===== src/rtl/core_ctrl_fsm_pkg.sv =====
// Shared encodings for the multi-cycle RV32I control sequencer:
// opcodes, funct3, ALU ops, datapath selects and FSM state.
package core_ctrl_fsm_pkg;

  localparam logic [6:0] OPCODE_OP     = 7'b0110011;
  localparam logic [6:0] OPCODE_OP_IMM = 7'b0010011;
  localparam logic [6:0] OPCODE_LOAD   = 7'b0000011;
  localparam logic [6:0] OPCODE_STORE  = 7'b0100011;
  localparam logic [6:0] OPCODE_BRANCH = 7'b1100011;

  localparam logic [2:0] FUNC3_ADD  = 3'b000;
  localparam logic [2:0] FUNC3_SLL  = 3'b001;
  localparam logic [2:0] FUNC3_SLT  = 3'b010;
  localparam logic [2:0] FUNC3_SLTU = 3'b011;
  localparam logic [2:0] FUNC3_XOR  = 3'b100;
  localparam logic [2:0] FUNC3_SR   = 3'b101;
  localparam logic [2:0] FUNC3_OR   = 3'b110;
  localparam logic [2:0] FUNC3_AND  = 3'b111;

  localparam logic [2:0] FUNC3_BEQ  = 3'b000;
  localparam logic [2:0] FUNC3_BNE  = 3'b001;
  localparam logic [2:0] FUNC3_BLT  = 3'b100;
  localparam logic [2:0] FUNC3_BGE  = 3'b101;
  localparam logic [2:0] FUNC3_BLTU = 3'b110;
  localparam logic [2:0] FUNC3_BGEU = 3'b111;

  localparam logic [3:0] ALU_ADD  = 4'd0;
  localparam logic [3:0] ALU_SUB  = 4'd1;
  localparam logic [3:0] ALU_SLL  = 4'd2;
  localparam logic [3:0] ALU_SLT  = 4'd3;
  localparam logic [3:0] ALU_SLTU = 4'd4;
  localparam logic [3:0] ALU_XOR  = 4'd5;
  localparam logic [3:0] ALU_SRL  = 4'd6;
  localparam logic [3:0] ALU_SRA  = 4'd7;
  localparam logic [3:0] ALU_OR   = 4'd8;
  localparam logic [3:0] ALU_AND  = 4'd9;

  localparam logic CTL_PC_PLUS4  = 1'b0;
  localparam logic CTL_PC_IMM    = 1'b1;
  localparam logic CTL_ALU_A_RS1 = 1'b0;
  localparam logic CTL_ALU_A_PC  = 1'b1;
  localparam logic CTL_ALU_B_RS2 = 1'b0;
  localparam logic CTL_ALU_B_IMM = 1'b1;
  localparam logic CTL_WB_ALU    = 1'b0;
  localparam logic CTL_WB_MEM    = 1'b1;

  typedef enum logic [2:0] {
    ST_IDLE,
    ST_FETCH,
    ST_DECODE,
    ST_EXEC,
    ST_MEM,
    ST_WB,
    ST_TRAP
  } state_t;

  typedef enum logic [2:0] {
    CLS_NONE,
    CLS_OP,
    CLS_OPIMM,
    CLS_LOAD,
    CLS_STORE,
    CLS_BRANCH
  } cls_t;

  // Branch funct3 010/011 are reserved and fall into CLS_NONE.
  function automatic cls_t classify(
    input logic [6:0] opcode,
    input logic [2:0] funct3
  );
    cls_t c;
    c = CLS_NONE;
    case (opcode)
      OPCODE_OP:     c = CLS_OP;
      OPCODE_OP_IMM: c = CLS_OPIMM;
      OPCODE_LOAD:   c = CLS_LOAD;
      OPCODE_STORE:  c = CLS_STORE;
      OPCODE_BRANCH: begin
        if (funct3[2:1] != 2'b01)
          c = CLS_BRANCH;
      end
      default:       c = CLS_NONE;
    endcase
    return c;
  endfunction

endpackage


===== src/rtl/core_ctrl_fsm_alu_dec.sv =====
// ALU op decode from latched instruction class and funct fields,
// plus the branch-taken polarity (1 = taken when result non-zero).
module ctrl_alu_dec
  import core_ctrl_fsm_pkg::*;
(
  input  cls_t       cls,
  input  logic [2:0] funct3,
  input  logic [6:0] funct7,
  output logic [3:0] alu_op,
  output logic       br_inv
);

  logic alt;
  logic is_alu;
  logic is_br;
  logic f7_unused;

  assign alt       = funct7[5];
  assign is_alu    = (cls == CLS_OP) || (cls == CLS_OPIMM);
  assign is_br     = (cls == CLS_BRANCH);
  assign f7_unused = ^{funct7[6], funct7[4:0]};

  // Map class/funct to ALU op; immediates only honour alt on shifts.
  always_comb begin
    alu_op = ALU_ADD;
    br_inv = 1'b0;
    unique case (1'b1)
      is_alu: begin
        case (funct3)
          FUNC3_ADD:  alu_op = (cls == CLS_OP && alt)
                               ? ALU_SUB : ALU_ADD;
          FUNC3_SLL:  alu_op = ALU_SLL;
          FUNC3_SLT:  alu_op = ALU_SLT;
          FUNC3_SLTU: alu_op = ALU_SLTU;
          FUNC3_XOR:  alu_op = ALU_XOR;
          FUNC3_SR:   alu_op = alt ? ALU_SRA : ALU_SRL;
          FUNC3_OR:   alu_op = ALU_OR;
          default:    alu_op = ALU_AND;
        endcase
      end
      is_br: begin
        case (funct3)
          FUNC3_BEQ: begin
            alu_op = ALU_SUB;
            br_inv = 1'b0;
          end
          FUNC3_BNE: begin
            alu_op = ALU_SUB;
            br_inv = 1'b1;
          end
          FUNC3_BLT: begin
            alu_op = ALU_SLT;
            br_inv = 1'b1;
          end
          FUNC3_BGE: begin
            alu_op = ALU_SLT;
            br_inv = 1'b0;
          end
          FUNC3_BLTU: begin
            alu_op = ALU_SLTU;
            br_inv = 1'b1;
          end
          FUNC3_BGEU: begin
            alu_op = ALU_SLTU;
            br_inv = 1'b0;
          end
          default: begin
            alu_op = ALU_ADD;
            br_inv = 1'b0;
          end
        endcase
      end
      default: begin
        alu_op = ALU_ADD;
        br_inv = 1'b0;
      end
    endcase
  end

endmodule


===== src/rtl/core_ctrl_fsm.sv =====
// Multi-cycle RV32I control sequencer: FETCH/DECODE/EXEC/MEM/WB
// with imem/dmem req/ack handshakes and retired-instruction count.
module core_ctrl_fsm
  import core_ctrl_fsm_pkg::*;
#(
  parameter int CNT_W = 32
) (
  input  logic             clk,
  input  logic             nrst,
  input  logic [6:0]       inst_opcode,
  input  logic [2:0]       inst_funct3,
  input  logic [6:0]       inst_funct7,
  input  logic             alu_rd_equals_zero,
  output logic             imem_req,
  input  logic             imem_ack,
  output logic             ir_wren,
  output logic             dmem_req,
  output logic             dmem_we,
  input  logic             dmem_ack,
  output logic             mdr_wren,
  output logic             pc_wren,
  output logic             sel_next_pc,
  output logic             reg_file_wen,
  output logic             wb_sel,
  output logic [3:0]       alu_op,
  output logic             alu_op_a_sel,
  output logic             alu_op_b_sel,
  output logic             illegal_inst,
  output logic [CNT_W-1:0] instret
);

  state_t           state_q;
  state_t           state_d;
  cls_t             cls_q;
  cls_t             dec_cls;
  logic [2:0]       f3_q;
  logic [6:0]       f7_q;
  logic             ill_q;
  logic [CNT_W-1:0] instret_q;
  logic [3:0]       dec_op;
  logic             br_inv;
  logic             taken;
  logic             retire;
  logic             alu_hold;
  logic             use_rs2;

  assign dec_cls  = classify(inst_opcode, inst_funct3);
  assign taken    = alu_rd_equals_zero ^ br_inv;
  assign alu_hold = (state_q == ST_EXEC) ||
                    (state_q == ST_MEM) ||
                    (state_q == ST_WB);
  assign use_rs2  = (cls_q == CLS_OP) ||
                    (cls_q == CLS_BRANCH);

  ctrl_alu_dec u_alu_dec (
    .cls    (cls_q),
    .funct3 (f3_q),
    .funct7 (f7_q),
    .alu_op (dec_op),
    .br_inv (br_inv)
  );

  // State register.
  always_ff @(posedge clk or negedge nrst) begin
    if (!nrst)
      state_q <= ST_IDLE;
    else
      state_q <= state_d;
  end

  // Latch class and funct fields once, in DECODE.
  always_ff @(posedge clk or negedge nrst) begin
    if (!nrst) begin
      cls_q <= CLS_NONE;
      f3_q  <= 3'd0;
      f7_q  <= 7'd0;
    end else if (state_q == ST_DECODE) begin
      cls_q <= dec_cls;
      f3_q  <= inst_funct3;
      f7_q  <= inst_funct7;
    end
  end

  // Sticky illegal flag, set on entry to TRAP.
  always_ff @(posedge clk or negedge nrst) begin
    if (!nrst)
      ill_q <= 1'b0;
    else if (state_d == ST_TRAP)
      ill_q <= 1'b1;
  end

  // Free-running retired-instruction counter.
  always_ff @(posedge clk or negedge nrst) begin
    if (!nrst)
      instret_q <= '0;
    else
      instret_q <= instret_q + {{(CNT_W-1){1'b0}}, retire};
  end

  assign instret      = instret_q;
  assign illegal_inst = ill_q;

  // Next-state decode.
  always_comb begin
    state_d = state_q;
    unique case (state_q)
      ST_IDLE:   state_d = ST_FETCH;
      ST_FETCH: begin
        if (imem_ack)
          state_d = ST_DECODE;
      end
      ST_DECODE: begin
        if (dec_cls == CLS_NONE)
          state_d = ST_TRAP;
        else
          state_d = ST_EXEC;
      end
      ST_EXEC: begin
        case (cls_q)
          CLS_BRANCH: state_d = ST_FETCH;
          CLS_LOAD,
          CLS_STORE:  state_d = ST_MEM;
          CLS_OP,
          CLS_OPIMM:  state_d = ST_WB;
          default:    state_d = ST_TRAP;
        endcase
      end
      ST_MEM: begin
        if (dmem_ack)
          state_d = (cls_q == CLS_LOAD)
                    ? ST_WB : ST_FETCH;
      end
      ST_WB:     state_d = ST_FETCH;
      ST_TRAP:   state_d = ST_TRAP;
      default:   state_d = ST_IDLE;
    endcase
  end

  // Datapath controls from state, latched class and acks.
  always_comb begin
    imem_req     = 1'b0;
    ir_wren      = 1'b0;
    dmem_req     = 1'b0;
    dmem_we      = 1'b0;
    mdr_wren     = 1'b0;
    pc_wren      = 1'b0;
    sel_next_pc  = CTL_PC_PLUS4;
    reg_file_wen = 1'b0;
    wb_sel       = CTL_WB_ALU;
    alu_op       = ALU_ADD;
    alu_op_a_sel = CTL_ALU_A_RS1;
    alu_op_b_sel = CTL_ALU_B_RS2;
    retire       = 1'b0;
    if (alu_hold) begin
      alu_op       = dec_op;
      alu_op_b_sel = use_rs2 ? CTL_ALU_B_RS2
                             : CTL_ALU_B_IMM;
    end
    unique case (state_q)
      ST_FETCH: begin
        imem_req = 1'b1;
        ir_wren  = imem_ack;
      end
      ST_EXEC: begin
        if (cls_q == CLS_BRANCH) begin
          pc_wren     = 1'b1;
          sel_next_pc = taken ? CTL_PC_IMM
                              : CTL_PC_PLUS4;
          retire      = 1'b1;
        end
      end
      ST_MEM: begin
        dmem_req = 1'b1;
        dmem_we  = (cls_q == CLS_STORE);
        if (cls_q == CLS_LOAD) begin
          mdr_wren = dmem_ack;
        end else begin
          pc_wren  = dmem_ack;
          retire   = dmem_ack;
        end
      end
      ST_WB: begin
        reg_file_wen = 1'b1;
        wb_sel       = (cls_q == CLS_LOAD)
                       ? CTL_WB_MEM : CTL_WB_ALU;
        pc_wren      = 1'b1;
        retire       = 1'b1;
      end
      default: ;
    endcase
  end

endmodule


===== config.mk =====
export PLATFORM = sky130hd
export DESIGN_NAME = core_ctrl_fsm
export DESIGN_NICKNAME = d
export VERILOG_FILES = /design/src/rtl/core_ctrl_fsm_pkg.sv /design/src/rtl/core_ctrl_fsm_alu_dec.sv /design/src/rtl/core_ctrl_fsm.sv
export SDC_FILE = /design/constraint.sdc
export NUM_CORES = 1
export LEC_CHECK = 0
export CORE_MARGIN = 2
export CORE_UTILIZATION = 42
export DETAILED_ROUTE_END_ITERATION = 8
export MAX_ROUTING_LAYER = met4
export PLACE_DENSITY = 0.76
export RECOVER_POWER = 100
export SLEW_MARGIN = 5
export SYNTH_ARGS = -nofsm -noshare
export SYNTH_HDL_FRONTEND = slang
export SYNTH_SLANG_ARGS = --single-unit

===== constraint.sdc =====
create_clock -name clk -period 2.3 [get_ports clk]
set_input_delay 0.46 -clock clk [delete_from_list [all_inputs] [get_ports clk]]
set_output_delay 0.46 -clock clk [all_outputs]
set_load 0.03 [all_outputs]

# --- Word level (Yosys, flattened, before mapping) ---
# Index checks and enable logic that the tools add are counted.
# W data, S select, Z words.
word_totals:
  regBits: 48
  in_bits: 22
  output_inout_bits: 48
  word_cells: 81
classes:
  addsub: 1
  n_eq_ne: 25
  mux: 33
  n_bitwise: 1
  n_reduce_logical: 15
op_table:
  columns: ["op", "count"]
  rows:
  - ["$add A32 B1 Y32", 1]
  - ["$eq A3 B3 Y1 const B", 10]
  - ["$pmux W4 S7", 1]
  - ["$mux W1", 20]
  - ["$eq A3 B2 Y1 const B", 6]
  - ["$pmux W3 S3", 2]
  - ["$pmux W3 S6", 1]
  - ["$mux W3", 5]
  - ["$pmux W3 S5", 1]
  - ["$eq A7 B6 Y1 const B", 2]
  - ["$reduce_or A2 Y1", 6]
  - ["$eq A3 B1 Y1 const B", 3]
  - ["$logic_not A3 Y1", 3]
  - ["$pmux W4 S2", 1]
  - ["$eq A7 B2 Y1 const B", 1]
  - ["$eq A7 B5 Y1 const B", 1]
  - ["$eq A7 B7 Y1 const B", 1]
  - ["$logic_or A1 B1 Y1", 4]
  - ["$mux W4", 1]
  - ["$pmux W1 S3", 1]
  - ["$reduce_or A3 Y1", 1]
  - ["$ne A2 B1 Y1 const B", 1]
  - ["$logic_and A1 B1 Y1", 1]
  - ["$xor A1 B1 Y1", 1]

# --- Logic depth before layout (Yosys ltp) ---
logic_depth:
  word_depth: 8
  ltp_mapped: 11
  mapped_depth_nobuf: 10

# --- Modules after synthesis ---
# A second synthesis with hierarchy kept.
hier_totals:
  hier_cells: 269
  hier_area_um2: 2567.5
by_module_without_submodules:
  columns: ["module", "n_inst", "cells_each", "area_per_inst_um2", "seq_area_each_um2"]
  rows:
  - ["core_ctrl_fsm", 1, 241, 2386.0, 1226.2]
  - ["ctrl_alu_dec", 1, 28, 181.4, 0.0]

# --- Least setup slack after synthesis ---
# No wires, ideal clock.
synth_path:
  path_kind: "reg-to-reg"
  start: "register state_q[1]"
  end: "register instret_q[26] (netlist: instret[26])"
  setup_ns: 0.080
  arrival_time_ns: 2.793
  required_ns: 2.220
  path_slack_ns: -0.574
  stages_incl_launch_ff: 12
  n_path_buf: 1
  synth_period_minus_slack_ns: 2.874
  cell_sequence: "dfrtp_1 buf_2 nor2b_1 nand2_1 o22ai_1 ha_1 ha_1 inv_1 nor4_4 nand4_1 nor2_1 xor2_1"
synth_via:
  elab_chain_cells: 3
  word_cells_on_any_way: 5
  cone_classes: "add/sub (1); eq/ne (3); mux (1)"
synth_lines:
  columns: ["element", "line_no", "text"]
  rows:
  - ["from (decl)", "core_ctrl_fsm.sv:32", "state_t state_q;"]
  - ["from (signal assigned)", "core_ctrl_fsm.sv:68", "state_q <= state_d;"]
  - ["$eq A3 B3 Y1 or $eq A3 B2 Y1 (tied branches)", null, null]
  - ["$pmux W1 S3 (*)", null, null]
  - ["net pc_wren", "core_ctrl_fsm.sv:21", "output logic pc_wren,"]
  - ["$add A32 B1 Y32 (*)", "core_ctrl_fsm.sv:97", "instret_q <= instret_q + {{(CNT_W-1){1'b0}}, retire};"]
  - ["to (signal assigned)", "core_ctrl_fsm.sv:97", null]
  - ["to (decl)", "core_ctrl_fsm.sv:39", "logic [CNT_W-1:0] instret_q;"]
# Mark *: on every way through the listed nets, which the timed path passes. The rest lies on a longest branch.
# A chain may end at the register's enable or synchronous reset.

# --- Worst setup path after layout ---
layout_path:
  start: "register cls_q[1]"
  end: "output alu_op[2]"
layout_via:
  elab_chain_cells: 4
  word_cells_on_any_way: 6
  cone_classes: "eq/ne (3); mux (2); reduce/logical (1)"
layout_lines:
  columns: ["element", "line_no", "text"]
  rows:
  - ["from (decl)", "core_ctrl_fsm.sv:34", "cls_t cls_q;"]
  - ["from (signal assigned)", "core_ctrl_fsm.sv:78", "cls_q <= dec_cls;"]
  - ["$eq A3 B1 Y1 or $eq A3 B2 Y1 (tied branches)", "core_ctrl_fsm_alu_dec.sv:19", "assign is_alu = (cls == CLS_OP) || (cls == CLS_OPIMM);"]
  - ["$logic_or A1 B1 Y1", "core_ctrl_fsm_alu_dec.sv:19", null]
  - ["$pmux W4 S2 (*)", "core_ctrl_fsm_alu_dec.sv:27", "unique case (1'b1)"]
  - ["$mux W4 (*)", "core_ctrl_fsm.sv:154", "if (alu_hold) begin"]
  - ["to (decl)", "core_ctrl_fsm.sv:25", "output logic [3:0] alu_op,"]
# Mark *: on every way between the ends. The rest lies on a longest branch, timed or not.

==> qor.txt <==
RUN STATUS
----------------------------------------------------------------------------------------------------
Status                                                                                  finished, final reports clean

CLOCK TREE
----------------------------------------------------------------------------------------------------
Clock-pin slew reported for the worst setup and hold paths after clock tree synthesis          80 ps
Longest Clk Path Bufs                                                                              2
Root buffer selected by CTS                                                             sky130_fd_sc_hd__clkbuf_8
Clock tree from TritonCTS                                                                       done
Number of levels the H-tree was split into                                                         2
TritonCTS Buffers                                                                                  5
Sink count of the clock tree                                                                      43
Clk_lat worst skew                                                                            290 ps

DIE
----------------------------------------------------------------------------------------------------
Effective utilization at floorplan                                                             44.0%
Top-Level Pins                                                                                    70
Die X                                                                                        77.7 um
Core footprint                                                                          0.00517 mm^2
Die area                                                                                0.00603 mm^2
# rows                                                                                            26
Vert. Die Dim                                                                                77.7 um

WORST SETUP PATH
----------------------------------------------------------------------------------------------------
Cell family with most CP delay                                                          simple AND/OR/NAND/NOR gates
R2r endpoint                                                                            instret[22]$_DFF_PN0_
Max incr delay on CP                                                                          380 ps
Peak fanout along the critical path                                                                5
Number of cells on the worst reg-to-reg path                                                      10
Data arrival time at the worst-slack endpoint                                                1740 ps
Capturing element type of the critical path                                             primary output
RR Startpoint                                                                           cls_q[2]$_DFFE_PN0N_
Critical path cell sequence                                                             buf_4 -> nand2b_4 -> a21oi_4 -> nor2b_2 -> nand2_1 -> a31oi_1 -> buf_4
Crit path buf inv count                                                                            2
Startpoint Class                                                                                flop
Slowest stage cell on the critical path                                                 sky130_fd_sc_hd__dfrtp_1
Worst EP required                                                                            1840 ps
Most prevalent standard cell on the critical path                                       sky130_fd_sc_hd__buf_4
Register-to-register path setup slack                                                         160 ps
Worst setup path class                                                                       reg2out

SYNTHESIS
----------------------------------------------------------------------------------------------------
Leading area contributor after synthesis                                                sky130_fd_sc_hd__dfrtp_1
Main area contributors after synthesis                                                  sky130_fd_sc_hd__dfrtp_1, sky130_fd_sc_hd__xnor2_1, sky130_fd_sc_hd__xor2_1
Post-synthesis average cell area                                                           10.2 um^2
Ys Warns                                                                                           0
Nets in the synthesized netlist                                                                  248
Number of unique standard cell types used by synthesis                                            44
Synthesized flop and latch total                                                                  43
Cell area after synthesis                                                               0.00228 mm^2
Portion of synthesized cell area occupied by the leading cell type                             47.2%
Seq/Total Area, Yosys                                                                          47.2%
Cell count after synthesis                                                                       224

PLACEMENT
----------------------------------------------------------------------------------------------------
Port Buffer Count                                                                                 62
Worst Setup Slack post-DPL                                                                   -197 ps
Placed Instances                                                                                 368
Half-perimeter wire length of the detailed placement result                                  3.73 mm
RD Place Congestion                                                                            0.873

GLOBAL ROUTE
----------------------------------------------------------------------------------------------------
Global router's overall resource usage                                                         17.3%
Initial antenna violation count                                                                    0
Number of global-route vias before repair                                                       1804
Pin count of the biggest net entering global routing                                              29
Global-route wire length before repair                                                       8.18 mm
Global-route congestion overflow total                                                             0

ROUTE
----------------------------------------------------------------------------------------------------
Vias per cell                                                                                   5.07
Violation count after the first detailed-routing iteration                                        62
Routed WL                                                                                    4.76 mm
Number of remaining DRC errors                                                                     0
Remaining antenna violation count after routing                                                    0
Detailed-routing iteration count for the pre-antenna-repair pass                                   5
Wirelength per Cell                                                                          12.6 um
Number of vias after detailed routing                                                           1923

LAYOUT
----------------------------------------------------------------------------------------------------
Antenna Cells                                                                                      0
Number of cells in the finished layout apart from fillers                                        379
Number of fill cells                                                                             425
Layout cells sized above 1                                                                     20.7%
Net count reported at finish                                                                     332
Layout overhead on the synthesized area                                                        44.4%

TIMING
----------------------------------------------------------------------------------------------------
Final worst path period need                                                                 2200 ps
Unrepaired setup endpoints after global routing                                                  yes
Fmax                                                                                         455 MHz
Ratio of final minimum period to clock period                                                  95.6%
Final hold violation count                                                                         0
Max-Slew Margin vs Limit                                                                       4.20%
Number of setup violations in the final report                                                     0
Final setup slack of the worst path                                                           101 ps
Final slew viol count                                                                              0
Maximum clock skew at final layout                                                           5.37 ps
Transition time at the pin with the least slew margin                                        1440 ps

PWR
----------------------------------------------------------------------------------------------------
Leakage power of the design                                                                  1.52 nW
Power density of the placed cells                                                        841 mW/mm^2
Max rail drop VDD                                                                             484 uV
Total power consumption of the routed design                                               0.00277 W

MIN PATH
----------------------------------------------------------------------------------------------------
Worst min-delay path startpoint                                                         instret[31]$_DFF_PN0_
Hold Path Cell Cnt                                                                                 1
Hold EP                                                                                 instret[31]$_DFF_PN0_
Path class of the lowest-slack min-delay path                                                reg2reg

RUN
----------------------------------------------------------------------------------------------------
Max capacitance violation total                                                                    0

## synthesized netlist by cell type
cell type                  instances
sky130_fd_sc_hd__nand2_1          20
sky130_fd_sc_hd__nor4bb_1          1
sky130_fd_sc_hd__nor2b_1           4
sky130_fd_sc_hd__or3_1             1
sky130_fd_sc_hd__o22ai_1           3
sky130_fd_sc_hd__and2_1            5
sky130_fd_sc_hd__o221ai_1          1
sky130_fd_sc_hd__nor4_1            1
sky130_fd_sc_hd__nand4_1           5
sky130_fd_sc_hd__nand4_4           2
sky130_fd_sc_hd__and4_1            2
sky130_fd_sc_hd__or2_2             2
sky130_fd_sc_hd__o21a_1            1
sky130_fd_sc_hd__ha_1              2
sky130_fd_sc_hd__mux2_2            4
sky130_fd_sc_hd__xnor2_1          19
sky130_fd_sc_hd__a211o_1           1
sky130_fd_sc_hd__a21o_1            2
sky130_fd_sc_hd__nor2_1           13
sky130_fd_sc_hd__conb_1            1
sky130_fd_sc_hd__nor4_4            2
sky130_fd_sc_hd__and3b_1           2
sky130_fd_sc_hd__mux2i_1           1
sky130_fd_sc_hd__buf_2             1
sky130_fd_sc_hd__a31oi_1           1
sky130_fd_sc_hd__inv_1             8
sky130_fd_sc_hd__a221oi_1          1
sky130_fd_sc_hd__and3_1            5
sky130_fd_sc_hd__nand2b_1          5
sky130_fd_sc_hd__nand3b_1          5
sky130_fd_sc_hd__nor3_1            4
sky130_fd_sc_hd__nand3_1          11
sky130_fd_sc_hd__o21ai_0          11
sky130_fd_sc_hd__dfrtp_1          43
sky130_fd_sc_hd__nand4_2           1
sky130_fd_sc_hd__nor3_2            2
sky130_fd_sc_hd__o31ai_1           1
sky130_fd_sc_hd__buf_4             1
sky130_fd_sc_hd__xor2_1           13
sky130_fd_sc_hd__clkbuf_1          6
sky130_fd_sc_hd__and4b_1           1
sky130_fd_sc_hd__nor3b_1           1
sky130_fd_sc_hd__a221o_1           1
sky130_fd_sc_hd__a21oi_1           7
## layer usage
layer	GRT usage (%)	routed length [um]
met1	21.2	2150
met2	28.4	2300
met3	4.53	294
met4	5.00	21
met5	-	0
## worst register-to-register path: stages, from the launching register on
cell and delay, ps:
sky130_fd_sc_hd__dfrtp_1 470, sky130_fd_sc_hd__nand3b_1 240, sky130_fd_sc_hd__a21oi_1 280, sky130_fd_sc_hd__o22ai_4 120, sky130_fd_sc_hd__ha_4 190, sky130_fd_sc_hd__ha_4 160
sky130_fd_sc_hd__inv_2 60, sky130_fd_sc_hd__nor4_4 40, sky130_fd_sc_hd__buf_4 160, sky130_fd_sc_hd__and3_1 180, sky130_fd_sc_hd__xor2_1 140
## through the flow
| step | setup TNS (ps) | utilization (%) | cell area (um^2) | hold WS (ps) |
|---|---|---|---|---|
| 2_1_floorplan | -497 | - | 2340 | 164 |
| 3_3_place_gp | -1740 | 60.5 | 3130 | 458 |
| 3_5_place_dp | -2240 | 60.5 | 3130 | 461 |
| 4_1_cts | 0 | 63.1 | 3270 | 186 |
| 5_1_grt | -53.5 | 63.6 | 3290 | 490 |
| 6_report | 0 | 63.6 | 3290 | 469 |
## final cells by class
type                       instances  area [um^2]  share of cell area [%]
multi-input combinational        165         1220                    37.0
sequential                        43         1080                    32.8
timing repair buffer              85          762                    23.2
tap                               70         87.6                    2.66
clock buffer                       5         68.8                    2.09
clock inverter                     3         43.8                    1.33
inverter                           8         30.0                   0.913
## sequential cells by signal, indices dropped and copies added, names as in the netlist
name,flops
f7_q,1
f3_q,3
instret,32
state_q,3
illegal_inst,1
cls_q,3
## how the worst max path moves through the flow
stage                    startpoint               endpoint  cells after the start
4_1_cts        state_q[2]$_DFF_PN0_  instret[26]$_DFF_PN0_                     10
3_3_place_gp               dmem_ack  instret[31]$_DFF_PN0_                     10
6_report       cls_q[1]$_DFFE_PN0N_              alu_op[2]                      7
2_1_floorplan  cls_q[1]$_DFFE_PN0N_  instret[26]$_DFF_PN0_                     10
5_1_grt        cls_q[1]$_DFFE_PN0N_              alu_op[2]                      7
3_5_place_dp               dmem_ack  instret[26]$_DFF_PN0_                     10
## cells by family (layout without fill, tap and decap cells)
family / after synthesis / count (layout) / share of synthesized area [%]
other: 1 / 1 / 0.165
xor gates and xnor gates: 32 / 32 / 12.3
buffers and inverters: 16 / 101 / 2.86
adders and majority gates: 2 / 2 / 1.10
DFF: 43 / 43 / 47.2
muxes: 5 / 5 / 2.42
AOI/OAI and AO/OA: 30 / 30 / 7.96
and+or+nand+nor: 95 / 95 / 26.0
## cell usage in the layout, fill, tap and decap left out, types with 5 or more instances in the layout
cell type and n:
sky130_fd_sc_hd__clkdlybuf4s50_1 48, sky130_fd_sc_hd__dfrtp_1 40, sky130_fd_sc_hd__buf_4 28, sky130_fd_sc_hd__xnor2_1 19, sky130_fd_sc_hd__nand2_1 18, sky130_fd_sc_hd__xor2_1 13, sky130_fd_sc_hd__nor2_1 12, sky130_fd_sc_hd__nand3_1 11
sky130_fd_sc_hd__o21ai_0 11, sky130_fd_sc_hd__inv_1 7, sky130_fd_sc_hd__a21oi_1 6, sky130_fd_sc_hd__nand3b_1 5, sky130_fd_sc_hd__nand4_1 5, sky130_fd_sc_hd__and3_1 5, sky130_fd_sc_hd__and2_1 5, sky130_fd_sc_hd__clkbuf_8 5
## repair_timing
action	4_1_cts	5_1_grt
pin swaps	1	9
gates resized for setup	5	10
setup endpoints to repair	7	21
setup buffers	3	0
hold buffers	0	0
## where the power goes
group / switching, W / internal (W) / total (W)
logic: 0.000592 / 0.000525 / 0.00112
clock network: 0.000250 / 0.000323 / 0.000573
registers: 0.000198 / 0.000880 / 0.00108
Note: power is estimated with default switching activity, not from simulation.
==> RTL edit, RTL diff (same flow settings) <==
Change the parameter `CNT_W` from 32 to 28.
--- a/src/rtl/core_ctrl_fsm.sv
+++ b/src/rtl/core_ctrl_fsm.sv
@@ -4,5 +4,5 @@
   import core_ctrl_fsm_pkg::*;
 #(
-  parameter int CNT_W = 32
+  parameter int CNT_W = 28
 ) (
   input  logic             clk,
Interface: changed (resized instret); port bits go from 70 to 66. The function was not compared with the original's and may differ.
==> RTL edit against the unedited design <==
Routed wire length increased by 2.7%; setup slack improved by 0.020 ns; sequential power decreased by 13%; sequential cell count decreased by 4; design area decreased by 6.5%; area after synthesis decreased by 4.6%; count of clock-buffer cells in the layout increased by 1; first-iteration DRC count increased by 53%; power decreased by 0.41%; die area decreased by 4.4%; non-clock buffer count decreased by 9; critical path type is now flop to flop; highest routed layer unchanged.
==> RTL edit: results (changes against the unedited design) <==
.. list-table::
   :header-rows: 1

   * - Metric
     - Value
   * - Fraction of area in non-clock buffers
     - 22.7% (was 23.2%)
   * - Peak VDD IR
     - 0.503 mV (was 0.484 mV)
   * - Flip-flop count of the largest register, all copies and words added
     - 28 (was 32)
   * - Wire length of the first global-routing pass
     - 8500 um (was 8180 um)
   * - Portion of netlist area occupied by mux cells
     - 0.461% (was 2.42%)
   * - Clock buffer cells
     - 6 (was 5)
   * - Crit Path Max Fanout
     - 6 (was 5)
   * - Standard cell with the maximum stage delay on the critical path
     - dfrtp_2 (was dfrtp_1)
   * - Slowest cell delay on critical path
     - 0.44 ns (was 0.38 ns)
   * - Number of global-route vias before repair
     - 1767 (was 1804)
   * - Fraction of power consumed by sequential logic
     - 34.3% (was 39.0%)
   * - Fraction of layout cells with a size suffix above 1
     - 18.9% (was 20.7%)
   * - Invs w/o clock
     - 5 (was 8)
   * - Worst setup startpoint
     - cls_q[0] (was cls_q[1])
   * - Post-Synth XOR/XNOR Area
     - 11.3% (was 12.3%)
   * - Leading cell types by count after synthesis
     - dfrtp_1 (39), nand2_1 (32), xnor2_1 (23) (was dfrtp_1 (43), nand2_1 (20), xnor2_1 (19))
   * - Outcome
     - finished clean (unchanged)
   * - Overall Global Routing Usage
     - 18.4% (was 17.3%)
   * - Number of combinational gates with multiple inputs
     - 169 (was 165)
   * - Worst hold path class
     - input pin to asynchronous set/reset pin (was flop to flop)
   * - Critical path class
     - flop to flop (was flop to output pin)
   * - Least-Margin Pin Slew
     - 0.961 ns (was 1.44 ns)
   * - First-pass DRT Iterations
     - 4 (was 5)
   * - Arrival time reported for the critical path endpoint
     - 2.36 ns (was 1.74 ns)
   * - Post-CTS sizing
     - 8 (was 5)
   * - IO Port Bufs
     - 58 (was 62)
## RTL edit: changes by cell type after synthesis, moves of 4 or more
| cell | before | now |
|---|---|---|
| dfrtp_1 | 43 | 39 |
| mux2_2 | 4 | 0 |
| nand4_1 | 5 | 9 |
| xnor2_1 | 19 | 23 |
| o21ai_0 | 11 | 5 |
| xor2_1 | 13 | 5 |
| nand2_1 | 20 | 32 |
## RTL edit: per-layer routing
metal	track usage (%)	wire [um]	share of wire, %	up-vias
li1	-	-	-	922
met1	25.0	2330	48	908
met2	27.9	2300	47	38
met3	2.98	184	3.8	6
met4	7.27	75	1.5	0
met5	-	0	0	-
## RTL edit: stage by stage
stage / utilization (%) / power, mW / hold WS, ns / cells
detailed placement: 57.6 / 2.07 / 0.467 / 359
floorplan: - / 1.69 / 0.164 / 223
finish: 61.0 / 2.76 / 0.304 / 367
CTS: 60.2 / 2.74 / 0.305 / 367
global route: 61.0 / 2.93 / 0.391 / 367
global placement: 57.6 / 2.06 / 0.460 / 359
